File: src/rtl/stream_serializer.sv
// Wide-to-narrow valid/ready serializer: one RATIO-beat word per input handshake,
// emitted LS or MS slice first, with a one-word skid buffer so in_ready_o is a flop.
module stream_serializer #(
    parameter int unsigned DATA_WIDTH = 8,
    parameter int unsigned RATIO      = 4,
    parameter bit          LSB_FIRST  = 1'b1
) (
    input  logic                         clk,
    input  logic                         rst,
    input  logic                         in_valid_i,
    output logic                         in_ready_o,
    input  logic [DATA_WIDTH*RATIO-1:0]  in_data_i,
    output logic                         out_valid_o,
    input  logic                         out_ready_i,
    output logic [DATA_WIDTH-1:0]        out_data_o,
    output logic                         out_last_o,
    output logic                         busy_o
);

    localparam int unsigned     WORD_W   = DATA_WIDTH * RATIO;
    localparam int unsigned     CNT_W    = (RATIO > 1) ? $clog2(RATIO) : 1;
    localparam logic [CNT_W-1:0] CNT_LAST = CNT_W'(RATIO - 1);

    logic [WORD_W-1:0] act_q, act_d;
    logic [WORD_W-1:0] pend_q, pend_d;
    logic              valid_q, valid_d;
    logic              pend_vld_q, pend_vld_d;
    logic [CNT_W-1:0]  cnt_q, cnt_d;
    logic              in_ready_q;

    logic              in_fire;
    logic              out_fire;
    logic              cnt_last;
    logic [CNT_W-1:0]  sel;

    assign in_fire  = in_valid_i & in_ready_q;
    assign out_fire = valid_q & out_ready_i;
    assign cnt_last = (cnt_q == CNT_LAST);

    always_comb begin
        act_d      = act_q;
        pend_d     = pend_q;
        valid_d    = valid_q;
        pend_vld_d = pend_vld_q;
        cnt_d      = cnt_q;
        if (!valid_q) begin
            if (in_fire) begin
                act_d   = in_data_i;
                cnt_d   = '0;
                valid_d = 1'b1;
            end
        end else if (out_fire) begin
            if (!cnt_last) begin
                cnt_d = cnt_q + CNT_W'(1);
                if (in_fire) begin
                    pend_d     = in_data_i;
                    pend_vld_d = 1'b1;
                end
            end else if (pend_vld_q) begin
                act_d      = pend_q;
                pend_vld_d = 1'b0;
                cnt_d      = '0;
            end else if (in_fire) begin
                // Last beat leaves while a new word arrives: load it directly, no bubble.
                act_d = in_data_i;
                cnt_d = '0;
            end else begin
                valid_d = 1'b0;
                cnt_d   = '0;
            end
        end else if (in_fire) begin
            pend_d     = in_data_i;
            pend_vld_d = 1'b1;
        end
    end

    always_comb begin
        out_data_o = '0;
        sel        = LSB_FIRST ? cnt_q : (CNT_LAST - cnt_q);
        if (valid_q) begin
            for (int unsigned i = 0; i < RATIO; i++) begin
                if (sel == CNT_W'(i)) begin
                    out_data_o = act_q[i*DATA_WIDTH +: DATA_WIDTH];
                end
            end
        end
    end

    always_ff @(posedge clk or negedge rst) begin
        if (!rst) begin
            act_q      <= '0;
            pend_q     <= '0;
            valid_q    <= 1'b0;
            pend_vld_q <= 1'b0;
            cnt_q      <= '0;
            in_ready_q <= 1'b1;
        end else begin
            act_q      <= act_d;
            pend_q     <= pend_d;
            valid_q    <= valid_d;
            pend_vld_q <= pend_vld_d;
            cnt_q      <= cnt_d;
            in_ready_q <= ~pend_vld_d;
        end
    end

    assign in_ready_o  = in_ready_q;
    assign out_valid_o = valid_q;
    assign out_last_o  = valid_q & cnt_last;
    assign busy_o      = valid_q | pend_vld_q;

endmodule

File: config.mk
export PLATFORM = sky130hd
export DESIGN_NAME = stream_serializer
export DESIGN_NICKNAME = d
export VERILOG_FILES = /design/src/rtl/stream_serializer.sv
export SDC_FILE = /design/constraint.sdc
export NUM_CORES = 1
export LEC_CHECK = 0
export ABC_CLOCK_PERIOD_IN_PS = 1900
export BUFFER_PORTS_ARGS = -buffer_cell sky130_fd_sc_hd__buf_2
export CORE_UTILIZATION = 30
export CTS_CLUSTER_SIZE = 25
export DETAILED_ROUTE_END_ITERATION = 8
export HOLD_SLACK_MARGIN = 0.1
export PLACE_DENSITY_LB_ADDON = 0.3
export SLEW_MARGIN = 20
export SYNTH_ARGS = -nofsm -noshare
export SYNTH_HDL_FRONTEND = slang
export SYNTH_SLANG_ARGS = --single-unit
File: constraint.sdc
create_clock -name clk -period 1.9 [get_ports clk]
set_clock_uncertainty 0.2 [all_clocks]
set_input_delay 0.38 -clock clk [delete_from_list [all_inputs] [get_ports clk]]
set_output_delay 0.38 -clock clk [all_outputs]
set_load 0.005 [all_outputs]
Word-level counts from Yosys, hierarchy flattened
Cells that the tools add are included.
{"block": "word_totals", "mem_bits_ro": 0, "register_bits": 69, "ramBits": 0, "memories": 0, "latch_bits": 0, "in_bits": 36}
{"block": "op_classes", "n_lt_le_gt_ge": 0, "reduce_logical": 5, "shifts": 0, "n_mux": 26, "bitwise": 5, "n_eq_ne": 6, "mul": 0, "addsub": 1, "n_div": 0}
{"cell": "$mux W32", "n": 8}
{"cell": "$mux W8", "n": 5}
{"cell": "$mux W1", "n": 9}
{"cell": "$mux W2", "n": 4}
{"cell": "$reduce_and A2 Y1", "n": 3}
{"cell": "$eq A2 B2 Y1 const B", "n": 2}
{"cell": "$ne A2 B1 Y1 const B", "n": 2}
{"cell": "$and A1 B1 Y1", "n": 3}
{"cell": "$add A2 B1 Y2 const B", "n": 1}
{"cell": "$eq A2 B1 Y1 const B", "n": 1}
{"cell": "$logic_not A2 Y1", "n": 1}
{"cell": "$ne A2 B2 Y1 const B", "n": 1}
{"cell": "$reduce_bool A2 Y1", "n": 1}
{"cell": "$not A1 Y1", "n": 1}
{"cell": "$or A1 B1 Y1", "n": 1}

Longest topological paths before layout
Gate-level depths: netlist (run 1).
{"block": "logic_depth", "word_depth": 6, "depth_mapped": 7}

Least setup slack after synthesis (run 1)
No wires, ideal clock.
{"block": "synth_path", "kind": "flip-flop to output port", "from": "reg cnt_q[0]", "to": "out out_data_o[7]", "required_ps": 1320, "path_stages_with_launch": 7, "t_arrival_ps": 1421, "path_slack_ps": -101, "n_path_buf": 2, "path_cell_list": "dfrtp_1 -> ha_1 -> clkbuf_1 -> nor2b_1 -> clkbuf_1 -> a221oi_1 -> o21ai_0"}
{"block": "synth_between", "elab_chain_len": 6, "word_cells_on_any_way": 9}
{"item": "start, declared", "line_no": "28", "text": "logic [CNT_W-1:0] cnt_q, cnt_d;"}
{"item": "start signal, assigned", "line_no": "102", "text": "cnt_q <= cnt_d;"}
{"item": "$logic_not A2 Y1", "line_no": "82", "text": "if (sel == CNT_W'(i)) begin"}
{"item": "$mux W8 (3 in series)", "line_no": "82"}
{"item": "$mux W8 (*)", "line_no": "82"}
{"item": "$mux W8 (*)", "line_no": "80", "text": "if (valid_q) begin"}
{"item": "end, declared", "line_no": "15", "text": "output logic [DATA_WIDTH-1:0] out_data_o,"}
Mark *: on every way between the ends. The rest lies on a longest branch, timed or not.

Final worst setup path (run 1)
{"block": "layout_path", "from": "reg cnt_q[0]", "to": "out out_data_o[0]"}
Same word-level chain as after synthesis.

==> flow_summary_export.csv, run 1 <==
group,metric,value,unit
routing,drcViolationCount,0,
final_layout,area_growth,41.6,%
critical_path,required,1.32,ns
floorplanning,start_util,31.2,%
place,portBuffers,47,
timing,min_period,2.32,ns
routing,avgViaCountPerCell,4.78,
yosys,synth_cell_types,21,
critical_path,rr_startpoint,"cnt_q[0]$_DFFE_PN0P_",
critical_path,slowest_delay,0.44,ns
timing,slew_headroom,59.5,%
yosys,synthTopCellsByCount,"mux2_2 (96), dfrtp_1 (68), o21ai_0 (20), nand2_1 (13), a221oi_1 (8)",
global_routing,grt_pass1_vias,2428,
run_status,status,"finished, violations left",
final_layout,nets,387,
critical_path,critPathKind,"register to primary output",
cts,cts_root_buffer,"clkbuf_8",
timing,fin_crit_sh,122,%
timing,final_hold_viol_count,0,
routing,first_pass_iters,4,
yosys,syn-num-nets,280,
timing,finalSetupTns,-4.87,ns
critical_path,start_kind,"register",
yosys,synth.top_cell.area_share,52.4,%
critical_path,worstPathBufferInverterCount,3,
timing,slew_viol_final,0,
floorplanning,row_count,37,
critical_path,cpMaxStageDelayCell,"dfrtp_2",
floorplanning,core,10400,um2
yosys,synth-async-reset-ratio,100,%
critical_path,critical_path.top_delay_family,"flip-flops",
cts,cts.sinks,69,
yosys,ys_seq_area_share,53.2,%
cts,cts_max_level,3,
run_status,violations,"negative setup slack",
yosys,synth.avg_cell_area,13.5,um2
cts,worstSkewPairLatency,0.34,ns
timing,setup_viol,42,
final_layout,fill_cells,978,
timing,tightest_slew,0.608,ns
yosys,syn_area,3250,um2
final_layout,utilization,44.1,%
final_layout,drive_gt1_share,59.4,%
cts,cts.path.max_buffers,2,
yosys,synthFlopType,"dfrtp_1",
cts,clkTransAtPathRegs,0.07,ns
critical_path,crit_fanout,5,
timing,rsz0062_at_grt,"true",
min_path,hp-class,"primary input to register",
cts,numCtsBuffers,9,
global_routing,grt_usage,15.0,%
global_routing,overflow,0,
routing,wire_per_inst,16.2,um
yosys,synth_cells,240,
floorplanning,io_pins,48,
global_routing,antenna_found_initial,0,
critical_path,crit_path_end_kind,"primary output",
routing,vias,2332,
routing,totalWireLength,7920,um
floorplanning,die_area,11200,um2
timing,setup_slack,-0.424,ns
pwr,p_leak,1.98,nW
yosys,synth_seq_cells,69,
routing,drt_iter0_drc,42,
pwr,fin_total_pwr,7.51,mW
global_routing,grt_max_degree,33,
critical_path,crit_path_start,"cnt_q[0]$_DFFE_PN0P_",
yosys,synth_most_common_cell,"mux2_2",
pwr,vdd_drop_max,0.600,mV
cts,cts_tree,"yes",
yosys,synth_area_leaders,"dfrtp_1 (52%), mux2_2 (33%), o21ai_0 (3.1%), a221oi_1 (2.2%), ha_1 (1.5%)",
yosys,synth-edff-count,0,
global_routing,grt_pass1_wl,12700,um
final_layout,diodes,0,
critical_path,crit_chain,"inv_4 > ha_4 > nor2b_4 > buf_6 > a221oi_2 > o21ai_1 > buf_2",
run,max_cap_viol_count,0,
floorplanning,die_h,106,um
critical_path,cp_data_arrival_time,1.74,ns
min_path,hp-start,"out_ready_i",
yosys,synth_warnings,0,
place,dpl_worst_slack,-0.366,ns
place,gp_congestion,0.740,
yosys,synth_area_leader_cell,"dfrtp_1",
place,dp_hpwl,5030,um
floorplanning,die_w,106,um
pwr,power_density,1630,nW/um2
timing,max_clock_freq,430,MHz
routing,ant_nets,0,
per-stage QoR:
step,cell area (um2),std cells,hold slack (ns)
3_3_place_gp,3760,423,0.225
4_1_cts,4420,479,0.115
2_1_floorplan,3250,240,-0.116
6_report,4600,488,0.139
3_5_place_dp,3760,423,0.219
5_1_grt,4600,488,0.140
power breakdown:
part	switching (mW)	internal, mW
combinational	1.50	2.28
sequential	0.489	2.24
clock	0.545	0.465
total	2.53	4.98
flip-flops by register name (all words and copies together), names as in the netlist, named ones only:
signal and flops:
in_ready_o 1, act_q 32, out_valid_o 1, cnt_q 2
pend_q 32
kinds of logic after synthesis:
group,count (synthesis),synth area share [%]
xor+xnor,1,0.270
flops,69,53.2
simple gates,21,2.97
compound gates,31,6.01
fa+ha+maj,4,1.54
mux,96,33.3
buf+inv,18,2.66
layout by cell type (no fill, tap or decap), drive strengths merged:
cell type    instances
xor2                 1
dlygate4sd3         33
o21ai               20
mux2                96
a22oi                1
inv                  4
dfrtp               68
or2                  1
clkinv               4
a31oi                2
nand3                2
a221oi               8
dfstp                1
ha                   4
buf                 75
nor2b                2
nand2               14
clkbuf              13
nand4                1
clkinvlp             1
and2                 1
what timing repair did:
item,CTS,global route
setup buffers,6,7
pin swaps,11,7
setup endpoints to repair,54,74
gates resized for setup,33,11
gates cloned,1,2
hold endpoints to repair,50,0
hold buffers,33,0
path summary, 6_finish.rpt:
| path | endpoint | slack (ns) | cells after the start |
|---|---|---|---|
| worst max-delay path | out_data_o[0] | -0.42 | 7 |
| worst min-delay path | register | 0.14 | 2 |
| worst max register to register | act_q[29]$_DFFE_PN0P_ | -0.06 | 6 |
| worst min register to register | pend_q[27]$_DFFE_PN0P_ | 0.30 | 1 |
| max in group asynchronous | act_q[20]$_DFFE_PN0P_ | 0.56 | 3 |
| min in group asynchronous | act_q[11]$_DFFE_PN0P_ | 0.38 | 2 |
worst reg2reg max path, cell delays in order (launching register included):
cell	delay [ns]
dfrtp_2	0.44
ha_2	0.26
nand2_1	0.11
a22oi_2	0.18
buf_4	0.17
buf_16	0.16
mux2_2	0.34
metal layers:
| layer | GRT usage [%] | vias up | share of wire, % |
|---|---|---|---|
| met5 | 0 | - | 0 |
| met4 | 4.17 | 0 | 1.2 |
| met3 | 4.35 | 10 | 3.5 |
| met2 | 24.2 | 42 | 48 |
| met1 | 19.7 | 1193 | 48 |
| li1 | - | 1087 | - |
layout make-up:
cell class	count	area [um2]	area share, %
well taps	136	170	3.70
multi-input cells	153	1560	33.8
inverters	4	17.5	0.381
clock buffers	11	131	2.86
repair buffers	110	966	21.0
clock inverters	5	27.5	0.599
flip-flops and latches	69	1730	37.6
Note: power is estimated with default switching activity, not from simulation.
==> inputs of run 2 (changes only) <==
--- a/config.mk
+++ b/config.mk
@@ -7,7 +7,7 @@
 export LEC_CHECK = 0
 export ABC_CLOCK_PERIOD_IN_PS = 1900
 export BUFFER_PORTS_ARGS = -buffer_cell sky130_fd_sc_hd__buf_2
-export CORE_UTILIZATION = 30
+export CORE_UTILIZATION = 35
 export CTS_CLUSTER_SIZE = 25
 export DETAILED_ROUTE_END_ITERATION = 8
 export HOLD_SLACK_MARGIN = 0.1
==> flow_summary_export.csv, run 2 (synthesis results as in run 1) <==
group,metric,value,unit
min_path,hold_end,"pend_q[13]$_DFFE_PN0P_",
critical_path,crit_fanout,5,
timing,min_period,2.33,ns
final_layout,reg_top3,"act_q x32, pend_q x32, cnt_q x2",
min_path,hold_path_depth,2,
global_routing,grt_pass1_wl,12400,um
critical_path,start_kind,"register",
timing,setup_slack,-0.432,ns
min_path,hp-start,"in_data_i[13]",
cts,cts.path.max_buffers,2,
timing,tightest_slew,0.506,ns
cts,cts_root_buffer,"clkbuf_8",
global_routing,grt_pass1_vias,2394,
routing,wire_per_inst,17.7,um
timing,final_hold_viol_count,0,
final_layout,layout_common_cells,"mux2_2 (91), dfrtp_1 (66), buf_2 (47), dlygate4sd3_1 (32), buf_4 (15)",
critical_path,reg2reg_to,"act_q[7]$_DFFE_PN0P_",
timing,slew_viol_final,0,
critical_path,rr_startpoint,"cnt_q[1]$_DFFE_PN0P_",
final_layout,final_common_cell,"mux2_2",
timing,finalSetupTns,-11.23,ns
critical_path,cp_data_arrival_time,1.75,ns
run,max_cap_viol_count,0,
final_layout,diodes,0,
timing,fin_crit_sh,123,%
critical_path,reg2reg_depth,8,
pwr,power_density,1700,nW/um2
global_routing,overflow,0,
global_routing,antenna_found_initial,0,
place,portBuffers,47,
floorplanning,io_pins,48,
place,dpl_worst_slack,-0.380,ns
floorplanning,start_util,36.7,%
min_path,hp-class,"primary input to register",
timing,max_clock_freq,429,MHz
floorplanning,die_h,98.3,um
floorplanning,die_area,9660,um2
global_routing,grt_max_degree,33,
pwr,p_leak,2.07,nW
cts,cts_tree,"yes",
routing,totalWireLength,8180,um
critical_path,required,1.32,ns
floorplanning,core,8850,um2
place,dp_hpwl,4810,um
cts,cts.sinks,69,
routing,first_pass_iters,6,
timing,rsz0062_at_grt,"true",
critical_path,r2r_setup_slack,-0.20,ns
pwr,vdd_drop_max,0.714,mV
routing,drt_iter0_drc,69,
pwr,fin_total_pwr,7.98,mW
floorplanning,row_count,34,
run_status,violations,"negative setup slack",
critical_path,crit_path_end_kind,"primary output",
global_routing,grt_usage,17.1,%
place,dpl_cell_area,3720,um2
routing,vias,2355,
critical_path,critPathKind,"register to primary output",
cts,numCtsBuffers,9,
place,gp_congestion,0.741,
routing,ant_nets,0,
run_status,status,"finished, violations left",
cts,clkTransAtPathRegs,0.07,ns
cts,worstSkewPairLatency,0.35,ns
cts,cts_max_level,3,
final_layout,area_growth,44.9,%
routing,drcViolationCount,0,
timing,setup_viol,66,
final_layout,drive_gt1_share,60.8,%
routing,avgViaCountPerCell,5.09,
timing,whs,0.135,ns
floorplanning,die_w,98.3,um
final_layout,design_area,4700,um2
final_layout,nets,390,
timing,slew_headroom,66.3,%
[run 2: cell types whose count changed in the layout (fill, tap and decap cells not counted), moves of 2 or more]
cell	change
mux2_2	-5
mux2_4	+5
clkinv_2	-2
nand2_4	+2
o21ai_1	-2
o21ai_2	+2
[run 2: what timing repair did]
item | CTS | global route
cloned | 3 | 3
pin swaps | 8 | 4
resized for setup | 47 | 13
endpoints found under the hold margin | 47 | 0
hold buffers | 32 | 0
setup buffers | 9 | 2
setup endpoints to repair | 42 | 74
[run 2: per-layer routing]
| layer | global-route usage [%] | routed length (um) |
|---|---|---|
| met2 | 27.5 | 3980 |
| met1 | 22.5 | 3710 |
| met3 | 2.93 | 253 |
| met4 | 8.61 | 237 |
| met5 | 0 | 0 |
[run 2: report_power, final]
part | internal (mW) | switching (mW)
Sequential | 2.24 | 0.491
Combinational | 2.44 | 1.61
Clock | 0.639 | 0.553
Total | 5.32 | 2.66
[run 2: critical path, cell delays in order (launching register included)]
cell,delay [ns]
dfrtp_2,0.44
inv_2,0.08
ha_4,0.15
nor2b_4,0.13
buf_12,0.13
a221oi_4,0.23
o21ai_2,0.10
buf_2,0.13
[run 2: how the worst max path moves through the flow]
stage	to	slack [ns]	from	depth (start not counted)
4_1_cts	out_data_o[0]	-0.43	cnt_q[0]$_DFFE_PN0P_	7
3_5_place_dp	out_data_o[6]	-0.38	cnt_q[0]$_DFFE_PN0P_	6
2_1_floorplan	out_data_o[0]	0.009	cnt_q[0]$_DFFE_PN0P_	6
3_3_place_gp	out_data_o[6]	-0.36	cnt_q[0]$_DFFE_PN0P_	6
5_1_grt	out_data_o[6]	-0.51	cnt_q[1]$_DFFE_PN0P_	7
6_report	out_data_o[6]	-0.43	cnt_q[0]$_DFFE_PN0P_	7
[run 2: area by class of cell]
cell class | count | area (um2)
Timing Repair Buffer | 113 | 1020
Clock buffer | 12 | 145
Multi-Input combinational cell | 153 | 1610
Tap cell | 108 | 135
Fill cell | 754 | 4140
Sequential cell | 69 | 1730
Inverter | 4 | 15.0
Clock inverter | 4 | 47.5
[run 2: stage by stage]
stage / util [%] / cells
after floorplan: - / 240
after global placement: 42.1 / 398
after detailed placement: 42.1 / 398
after CTS: 51.4 / 458
after global routing: 53.2 / 463
final: 53.2 / 463
==> inputs of run 3 (changes only) <==
--- a/config.mk
+++ b/config.mk
@@ -12,6 +12,7 @@
 export DETAILED_ROUTE_END_ITERATION = 8
 export HOLD_SLACK_MARGIN = 0.1
 export PLACE_DENSITY_LB_ADDON = 0.3
+export REMOVE_ABC_BUFFERS = 1
 export SLEW_MARGIN = 20
 export SYNTH_ARGS = -nofsm -noshare
 export SYNTH_HDL_FRONTEND = slang
==> flow_summary_export.csv, run 3 (synthesis results as in run 1) <==
group,metric,value,unit
run_status,status,"finished, violations left",
run_status,violations,"design-rule violations, negative setup slack",
critical_path,cpMaxStageDelayCell,"dfrtp_2",
global_routing,grt_pass1_vias,2638,
critical_path,crit_path_start,"cnt_q[0]$_DFFE_PN0P_",
pwr,p_sw,2.86,mW
final_layout,nets,390,
timing,slew_headroom,67.4,%
cts,cts_max_level,3,
place,dpl_cell_area,3720,um2
critical_path,crit_chain,"inv_2 > ha_2 > nor2b_4 > buf_6 > a221oi_2 > o21ai_1 > buf_2",
routing,vias,2352,
cts,numCtsBuffers,9,
pwr,p_int,5.87,mW
cts,cts_root_buffer,"clkbuf_8",
timing,tightest_slew,0.489,ns
routing,drt_iter0_drc,70,
critical_path,cp_data_arrival_time,1.81,ns
final_layout,diodes,0,
final_layout,layout_common_cells,"dfrtp_1 (66), mux2_4 (55), buf_2 (46), mux2_2 (41), dlygate4sd3_1 (31)",
pwr,power_density,1780,nW/um2
floorplanning,die_area,9660,um2
cts,cts_tree,"yes",
final_layout,reg_top3,"act_q x32, pend_q x32, cnt_q x2",
final_layout,final_common_cell,"dfrtp_1",
timing,setup_slack,-0.490,ns
min_path,hp-start,"in_data_i[8]",
pwr,p_leak,2.24,nW
global_routing,grt_pass1_wl,13100,um
routing,ant_nets,0,
timing,rsz0062_at_grt,"true",
timing,fin_crit_sh,126,%
cts,worstSkewPairLatency,0.35,ns
global_routing,grt_usage,18.0,%
critical_path,rr_startpoint,"cnt_q[1]$_DFFE_PN0P_",
floorplanning,die_h,98.3,um
routing,avgViaCountPerCell,5.08,
timing,max_clock_freq,418,MHz
final_layout,design_area,4910,um2
critical_path,crit_fanout,5,
timing,finalSetupTns,-10.53,ns
critical_path,critPathKind,"register to primary output",
cts,cts.path.max_buffers,2,
place,portBuffers,47,
timing,min_period,2.39,ns
floorplanning,row_count,34,
final_layout,area_growth,51.4,%
cts,clkTransAtPathRegs,0.07,ns
pwr,vdd_drop_max,0.778,mV
timing,setup_viol,73,
place,gp_congestion,0.721,
pwr,switching_share,32.8,%
final_layout,fill_cells,719,
floorplanning,io_pins,48,
floorplanning,core,8850,um2
cts,cts.sinks,69,
routing,totalWireLength,8310,um
final_layout,drive_gt1_share,61.7,%
routing,drcViolationCount,3,
critical_path,crit_path_end_kind,"primary output",
global_routing,overflow,0,
pwr,power_frac_comb,54.4,%
timing,slew_viol_final,0,
critical_path,slowest_delay,0.46,ns
critical_path,required,1.32,ns
routing,wire_per_inst,17.9,um
global_routing,antenna_found_initial,0,
critical_path,start_kind,"register",
place,dp_hpwl,4410,um
global_routing,grt_max_degree,33,
run,max_cap_viol_count,0,
pwr,p_seq_share,31.4,%
final_layout,utilization,55.5,%
pwr,p_clk_share,14.2,%
timing,final_hold_viol_count,0,
floorplanning,start_util,36.7,%
routing,first_pass_iters,8,
min_path,hp-class,"primary input to register",
floorplanning,die_w,98.3,um
==> run 3: path summary, 6_finish.rpt <==
check                                          to  slack, ns  cells past startpoint
max                                 out_data_o[5]      -0.49                      7
min                         pend_q[8]$_DFFE_PN0P_       0.11                      2
max reg2reg                 act_q[13]$_DFFE_PN0P_      -0.14                      8
min reg2reg                 pend_q[9]$_DFFE_PN0P_       0.31                      1
max in group asynchronous    in_ready_o$_DFF_PN1_       0.59                      3
min in group asynchronous  pend_q[27]$_DFFE_PN0P_       0.33                      2
==> run 3: layout make-up <==
class | count | area (um2) | area share [%]
clock buffer | 10 | 138 | 2.80
clock inverter | 6 | 70.1 | 1.43
inverter | 4 | 17.5 | 0.357
multi-input combinational | 153 | 1770 | 36.0
sequential | 69 | 1730 | 35.2
tap | 108 | 135 | 2.75
timing repair buffer | 113 | 1050 | 21.4
==> run 3: worst max-delay path, delay by kind of cell (launching register included) <==
kind | cells | cell delay, ns
buf+inv | 3 | 0.39
fa+ha+maj | 1 | 0.17
flops | 1 | 0.46
compound gates | 2 | 0.28
simple gates | 1 | 0.17
==> run 3: power groups by stage <==
stage	clock (mW)	combinational (mW)	sequential, mW
finish	1.24	4.75	2.74
global route	1.34	5.04	2.83
CTS	1.28	4.44	2.70
detailed placement	0	3.01	2.65
global placement	0	2.96	2.62
floorplan	0	2.07	2.53
==> run 3: routing by layer <==
layer	vias to the layer above	GRT usage, %	wire length [um]
met1	1193	22.8	3820
met3	13	4.94	315
li1	1096	-	-
met2	50	29.6	4060
met5	-	0	0
met4	0	6.20	110
==> run 3: through the flow <==
| stage | total power [mW] | worst slack (ns) | hold WS, ns | instances |
|---|---|---|---|---|
| final | 8.73 | -0.490 | 0.108 | 463 |
| after global routing | 9.21 | -0.566 | 0.108 | 463 |
| after CTS | 8.42 | -0.430 | 0.100 | 461 |
| after detailed placement | 5.67 | -0.457 | 0.168 | 396 |
| after global placement | 5.58 | -0.395 | 0.167 | 396 |
| after floorplan | 4.60 | -0.867 | -0.116 | 226 |
==> run 3: timing repair <==
action | 4_1_cts | 5_1_grt
endpoints found under the setup margin | 42 | 41
hold buffers | 31 | 0
setup buffers | 13 | 4
gates resized for setup | 91 | 33
pin swaps | 12 | 9
cloned | 5 | 1
hold endpoints to repair | 47 | 0
